===== src/rtl/mdu_pkg.sv =====
`default_nettype none
// ============================================================================
// Module      : mdu_pkg
// Description : Shared constants for the iterative multiply/divide unit.
// Revision    : 1.0 - initial release
// ============================================================================
package mdu_pkg;

    localparam logic [5:0] C_FUNCT_MFHI  = 6'h10;
    localparam logic [5:0] C_FUNCT_MTHI  = 6'h11;
    localparam logic [5:0] C_FUNCT_MFLO  = 6'h12;
    localparam logic [5:0] C_FUNCT_MTLO  = 6'h13;
    localparam logic [5:0] C_FUNCT_MULT  = 6'h18;
    localparam logic [5:0] C_FUNCT_MULTU = 6'h19;
    localparam logic [5:0] C_FUNCT_DIV   = 6'h1A;
    localparam logic [5:0] C_FUNCT_DIVU  = 6'h1B;

    localparam int C_STATE_W = 2;
    localparam logic [C_STATE_W-1:0] C_ST_IDLE = 2'd0;
    localparam logic [C_STATE_W-1:0] C_ST_RUN  = 2'd1;
    localparam logic [C_STATE_W-1:0] C_ST_FIX  = 2'd2;

    localparam int C_ITER_COUNT = 32;
    localparam int C_CNT_W      = 5;
    localparam logic [C_CNT_W-1:0] C_LAST_ITER = C_CNT_W'(C_ITER_COUNT - 1);

    function automatic logic [31:0] magnitude(input logic [31:0] value, input logic isSigned);
        return (isSigned && value[31]) ? (~value + 32'd1) : value;
    endfunction

endpackage
`default_nettype wire


===== src/rtl/mdu_iter_step.sv =====
`default_nettype none
// ============================================================================
// Module      : mdu_iter_step
// Description : One combinational shift-add multiply or restoring divide step.
// Revision    : 1.0 - initial release
// ============================================================================
module mdu_iter_step
    import mdu_pkg::*;
(
    input  logic        isDiv,
    input  logic [31:0] accHi,
    input  logic [31:0] accLo,
    input  logic [31:0] operand,
    output logic [31:0] nextHi,
    output logic [31:0] nextLo
);

    logic [32:0] w_addSum;
    logic [32:0] w_trialRem;
    logic        w_fits;
    logic [31:0] w_subRem;

    // Multiply: accLo holds the remaining multiplier bits, shifted out LSB first.
    assign w_addSum   = {1'b0, accHi} + {1'b0, (accLo[0] ? operand : 32'd0)};

    // Divide: the remainder is kept below the divisor, so the difference fits 32 bits.
    assign w_trialRem = {accHi, accLo[31]};
    assign w_fits     = (w_trialRem >= {1'b0, operand});
    assign w_subRem   = w_trialRem[31:0] - operand;

    always_comb begin
        nextHi = '0;
        nextLo = '0;
        if (isDiv) begin
            nextHi = w_fits ? w_subRem : w_trialRem[31:0];
            nextLo = {accLo[30:0], w_fits};
        end else begin
            nextHi = w_addSum[32:1];
            nextLo = {w_addSum[0], accLo[31:1]};
        end
    end

endmodule
`default_nettype wire


===== src/rtl/mult_div_unit.sv =====
`default_nettype none
// ============================================================================
// Module      : mult_div_unit
// Description : 34-cycle iterative MULT/DIV unit with HI/LO registers.
// Revision    : 1.0 - initial release
// ============================================================================
module mult_div_unit
    import mdu_pkg::*;
(
    input  logic        clk,
    input  logic        reset,
    input  logic        Start,
    input  logic [5:0]  Funct,
    input  logic [31:0] OpA,
    input  logic [31:0] OpB,
    output logic        Busy,
    output logic        Done,
    output logic [31:0] HiOut,
    output logic [31:0] LoOut,
    output logic [31:0] MfOut
);

    logic [C_STATE_W-1:0] r_state;
    logic [C_CNT_W-1:0]   r_iterCnt;
    logic                 r_done;
    logic                 r_isDiv;
    logic                 r_negMain;
    logic                 r_negRem;
    logic                 r_divZero;
    logic [31:0]          r_opA;
    logic [31:0]          r_operand;
    logic [31:0]          r_accHi;
    logic [31:0]          r_accLo;
    logic [31:0]          r_hi;
    logic [31:0]          r_lo;

    logic                 w_isMulDiv;
    logic                 w_isDivFunct;
    logic                 w_signedOp;
    logic [31:0]          w_nextHi;
    logic [31:0]          w_nextLo;
    logic [63:0]          w_product;
    logic [31:0]          w_quot;
    logic [31:0]          w_rem;

    assign w_isMulDiv   = (Funct == C_FUNCT_MULT) || (Funct == C_FUNCT_MULTU) ||
                          (Funct == C_FUNCT_DIV)  || (Funct == C_FUNCT_DIVU);
    assign w_isDivFunct = (Funct == C_FUNCT_DIV)  || (Funct == C_FUNCT_DIVU);
    assign w_signedOp   = (Funct == C_FUNCT_MULT) || (Funct == C_FUNCT_DIV);

    mdu_iter_step u_step (
        .isDiv   (r_isDiv),
        .accHi   (r_accHi),
        .accLo   (r_accLo),
        .operand (r_operand),
        .nextHi  (w_nextHi),
        .nextLo  (w_nextLo)
    );

    // Sign fix-up of the magnitude result; the most-negative quotient wraps to itself.
    assign w_product = r_negMain ? (~{r_accHi, r_accLo} + 64'd1) : {r_accHi, r_accLo};
    assign w_quot    = r_negMain ? (~r_accLo + 32'd1) : r_accLo;
    assign w_rem     = r_negRem  ? (~r_accHi + 32'd1) : r_accHi;

    always_ff @(posedge clk) begin
        if (reset) begin
            r_state   <= C_ST_IDLE;
            r_iterCnt <= '0;
            r_done    <= 1'b0;
            r_isDiv   <= 1'b0;
            r_negMain <= 1'b0;
            r_negRem  <= 1'b0;
            r_divZero <= 1'b0;
            r_opA     <= '0;
            r_operand <= '0;
            r_accHi   <= '0;
            r_accLo   <= '0;
            r_hi      <= '0;
            r_lo      <= '0;
        end else begin
            r_done <= 1'b0;
            case (r_state)
                C_ST_IDLE: begin
                    if (Start && w_isMulDiv) begin
                        r_isDiv   <= w_isDivFunct;
                        r_negMain <= w_signedOp && (OpA[31] ^ OpB[31]);
                        r_negRem  <= w_signedOp && OpA[31];
                        r_divZero <= (OpB == 32'd0);
                        r_opA     <= OpA;
                        r_operand <= magnitude(OpB, w_signedOp);
                        r_accHi   <= '0;
                        r_accLo   <= magnitude(OpA, w_signedOp);
                        r_iterCnt <= '0;
                        r_state   <= C_ST_RUN;
                    end else if (Start && (Funct == C_FUNCT_MTHI)) begin
                        r_hi <= OpA;
                    end else if (Start && (Funct == C_FUNCT_MTLO)) begin
                        r_lo <= OpA;
                    end
                end
                C_ST_RUN: begin
                    r_accHi   <= w_nextHi;
                    r_accLo   <= w_nextLo;
                    r_iterCnt <= r_iterCnt + 1'b1;
                    if (r_iterCnt == C_LAST_ITER) begin
                        r_state <= C_ST_FIX;
                    end
                end
                C_ST_FIX: begin
                    if (!r_isDiv) begin
                        r_hi <= w_product[63:32];
                        r_lo <= w_product[31:0];
                    end else if (r_divZero) begin
                        r_hi <= r_opA;
                        r_lo <= 32'hFFFF_FFFF;
                    end else begin
                        r_hi <= w_rem;
                        r_lo <= w_quot;
                    end
                    r_done  <= 1'b1;
                    r_state <= C_ST_IDLE;
                end
                default: begin
                    r_state <= C_ST_IDLE;
                end
            endcase
        end
    end

    assign Busy  = (r_state != C_ST_IDLE);
    assign Done  = r_done;
    assign HiOut = r_hi;
    assign LoOut = r_lo;
    assign MfOut = (Funct == C_FUNCT_MFHI) ? r_hi : r_lo;

endmodule
`default_nettype wire


===== config.mk =====
export PLATFORM = sky130hd
export DESIGN_NAME = mult_div_unit
export DESIGN_NICKNAME = d
export VERILOG_FILES = /design/src/rtl/mdu_pkg.sv /design/src/rtl/mdu_iter_step.sv /design/src/rtl/mult_div_unit.sv
export SDC_FILE = /design/constraint.sdc
export NUM_CORES = 1
export LEC_CHECK = 0
export CAP_MARGIN = 20
export CORE_AREA = 4 4 179 181
export CTS_BUF_LIST = sky130_fd_sc_hd__clkbuf_4 sky130_fd_sc_hd__clkbuf_8 sky130_fd_sc_hd__clkbuf_16
export DETAILED_ROUTE_END_ITERATION = 10
export DIE_AREA = 0 0 183 185
export PLACE_DENSITY = 0.83
export SYNTH_ARGS = -nofsm -noshare
export SYNTH_HDL_FRONTEND = slang
export SYNTH_SLANG_ARGS = --single-unit

===== constraint.sdc =====
create_clock -name clk -period 4.76 [get_ports clk]
set_clock_uncertainty 0.2 [all_clocks]
set_input_delay 0.952 -clock clk [delete_from_list [all_inputs] [get_ports clk]]
set_output_delay 0.952 -clock clk [all_outputs]
set_load 0.02 [all_outputs]

==> results.yml <==
sta:
  setup_ws_ns: 0.356
  finalMaxSlewViolations: 0
  setup_viol: 0
  fmax_ghz: 0.227
  relSlewSlack: 0.292
  worst_slew_pin_slew_ns: 1.04
  fin_tns_setup_ns: 0
  hold_viol_final: 0
  rsz0062_at_grt: "no"
  min_period_ns: 4.40
  min_period_over_period: 0.925
worst_setup_path:
  critPathCaptureType: "output port"
  worstRegToRegCells: 11
  setup.worst_path.start: "Funct[0]"
  required_ns: 3.61
  ff2ff_setup_slack_ns: 0.64
  cp_max_fo: 32
  crit_type: "input pin to output port"
  arrival_ns: 3.25
  reg2reg_to: "r_accHi[17]"
  r2r-start: "r_accHi[3]"
  endpoint: "MfOut[16]"
  start_kind: "input pin"
global_route:
  grt_pass1_wl_microns: 91600
  grt_max_degree: 107
  track_usage: 0.335
  antenna_found_initial: 0
  grt_overflow_total: 0
  grt_pass1_vias: 16500
layout:
  fill_cells: 2656
  syn_to_final_growth_pct: 17.2
  drive_above_1_share: 0.0724
  insertedDiodeCount: 0
  final_nets: 2420
placement:
  pre_cts_ws_ns: 0.385
  portBuffers: 170
  hpwl_microns: 44800
  place_congestion: 0.982
power_and_ir_drop:
  total_power_mw: 4.64
  power.density_nw_per_um2: 240
  p_leak_nw: 7.09
  vdd_drop_max_mv: 0.267
clock_tree:
  clk_pin_slew_worst_paths_ns: 0.06
  cts_hold_buffers: 0
  clk_latency_ns: 0.56
  root_buffer: "clkbuf_16"
  htreeDepth: 1
  cts_max_path_buffers: 3
  cts_tree: "done"
  numCtsBuffers: 25
  clock_sinks: 204
  cts_resized: 0
  cts_setup_buffers: 0
floorplan:
  initial_utilization: 0.543
  core_area_sq_um: 30400
  die_x_microns: 183
  rows: 64
  ios: 171
  die_area_sq_um: 33900
  die_y_microns: 185
yosys:
  seq_area_frac_synth: 0.247
  synthSimpleGateAreaFrac: 0.198
  synthArstFlopShare: 0
  synth_top_family_by_area: "compound AO/OA/AOI/OAI gates"
  synth.distinct_cells: 84
  synthCells: 2212
  synthXorXnorAreaFrac: 0.102
  synth-edff-count: 0
  synthesis.area_sq_um: 16500
  avgSynthCellArea_sq_um: 7.47
  synth_fa_ha_area_frac: 0.0555
  syn-num-nets: 2357
  yosys_warnings: 0
  synth_compound_area_frac: 0.276
  synth_seq_cells: 204
  synthMuxAreaShare: 0.0639
  synth_ff_type: "dfxtp_1"
detailed_routing:
  vias: 17800
  route.detailed.drc: 0
  firstDrtPassIters: 6
  drt-initial-drc-count: 2061
  vias_per_cell: 6.61
  routedWlPerCell_microns: 22.3
  ant_nets: 0
  routed_wl_microns: 59900
worst_hold_path:
  hold_class: "flop to flop"
  hold_depth: 2
outcome:
  status: "finished clean"
run:
  max_cap_viol_count: 0
## per-stage QoR
stage                     cell area, sq um  utilization  instances  hold slack (ns)
after floorplan                      16500            -       2212            0.232
after global placement               18500        0.607       2644            0.243
after detailed placement             18500        0.607       2644            0.246
after CTS                            19400        0.636       2690            0.254
after global routing                 19400        0.636       2690            0.281
final                                19400        0.636       2690            0.255
## worst min-delay path by stage
stage	startpoint	to
floorplan	r_operand[31]	r_operand[31]
global placement	r_opA[15]	r_opA[15]
detailed placement	r_opA[7]	r_opA[7]
CTS	r_opA[7]	r_opA[7]
global route	r_opA[25]	r_opA[25]
finish	r_opA[8]	r_opA[8]
## power by group
group	leakage [nW]	internal (mW)	switching [mW]	total, mW
logic	5.00	0.292	0.488	0.780
clock network	0.441	1.27	0.825	2.09
registers	1.65	1.73	0.0335	1.76
total	7.09	3.29	1.35	4.64
## registers in the layout, summed over array words and instances (netlist names), 2 cells and up
signal     flops
r_iterCnt      5
r_opA         32
r_operand     32
r_accHi       32
HiOut         32
r_accLo       32
r_state        2
LoOut         32
## per-layer routing
layer  track usage  up-vias  wire length (microns)
met2         0.588     1004                  28500
met5             0        -                      0
met3        0.0438      214                   5120
met4         0.171        0                   3490
li1              -     8157                      -
met1         0.403     8411                  22900
## cell usage in the layout, fill, tap and decap left out, types with 11 or more instances in the layout
| master | count |
|---|---|
| a22oi_1 | 20 |
| nor2b_1 | 17 |
| nand2b_1 | 16 |
| o41ai_1 | 21 |
| mux2_2 | 35 |
| mux2i_1 | 66 |
| o21ai_0 | 130 |
| nor2_1 | 197 |
| o221ai_1 | 32 |
| or3_1 | 22 |
| nand3_1 | 41 |
| xnor2_1 | 108 |
| ha_1 | 70 |
| inv_1 | 59 |
| o31ai_1 | 32 |
| xor2_1 | 84 |
| dfxtp_1 | 201 |
| buf_4 | 49 |
| o211ai_1 | 21 |
| clkbuf_16 | 25 |
| or4_1 | 11 |
| nand4_1 | 11 |
| nor4_1 | 17 |
| nand2_1 | 259 |
| nor3_1 | 35 |
| a21oi_1 | 206 |
| clkdlybuf4s50_1 | 169 |
| a211oi_1 | 115 |
| a31oi_1 | 12 |
| and3_1 | 18 |
| a21o_1 | 27 |
## worst max-delay path, cell delays in order
cell and delay, ns:
clkdlybuf4s50_1 0.42, nor4b_1 0.57, nand2_1 0.11, buf_4 0.28
mux2_2 0.28, clkdlybuf4s50_1 0.61
## synthesized netlist by cell type (11+ instances only)
cell type | instances | share of area
a21oi_1 | 206 | 0.062
nand2_1 | 259 | 0.059
xor2_1 | 84 | 0.045
dfxtp_1 | 204 | 0.25
buf_1 | 14 | 0.0032
nand3_1 | 42 | 0.013
nor3_1 | 35 | 0.011
a22oi_1 | 20 | 0.0091
nand2b_1 | 16 | 0.0061
clkbuf_1 | 156 | 0.035
nand4_1 | 11 | 0.0042
nor4_1 | 17 | 0.0064
o211ai_1 | 21 | 0.0095
a31oi_1 | 12 | 0.0045
a21o_1 | 27 | 0.012
inv_1 | 59 | 0.013
xnor2_1 | 108 | 0.057
a211oi_1 | 115 | 0.052
o41ai_1 | 21 | 0.011
o221ai_1 | 32 | 0.017
o31ai_1 | 32 | 0.015
ha_1 | 70 | 0.053
nor2b_1 | 19 | 0.0072
and3_1 | 19 | 0.0072
mux2i_1 | 66 | 0.040
o21ai_0 | 130 | 0.039
mux2_2 | 35 | 0.024
nor2_1 | 199 | 0.045
or3_1 | 22 | 0.0083
or4_1 | 11 | 0.0050
## logic make-up after synthesis
kind of cell | after synthesis
AO/OA/AOI/OAI | 700
AND/OR/NAND/NOR | 698
buffers and inverters | 245
flip-flops | 204
XOR/XNOR | 192
multiplexers | 101
adder cells (fa/ha/maj) | 72
## final cells by class
type / count / area (sq um) / area share
Multi-Input combinational cell: 1763 / 11500 / 0.595
Tap cell: 396 / 495 / 0.0256
Sequential cell: 204 / 4090 / 0.211
Inverter: 59 / 221 / 0.0114
Timing Repair Buffer: 222 / 2140 / 0.111
Clock inverter: 14 / 196 / 0.0101
Clock buffer: 32 / 703 / 0.0363
(Power assumes the default switching activity.)
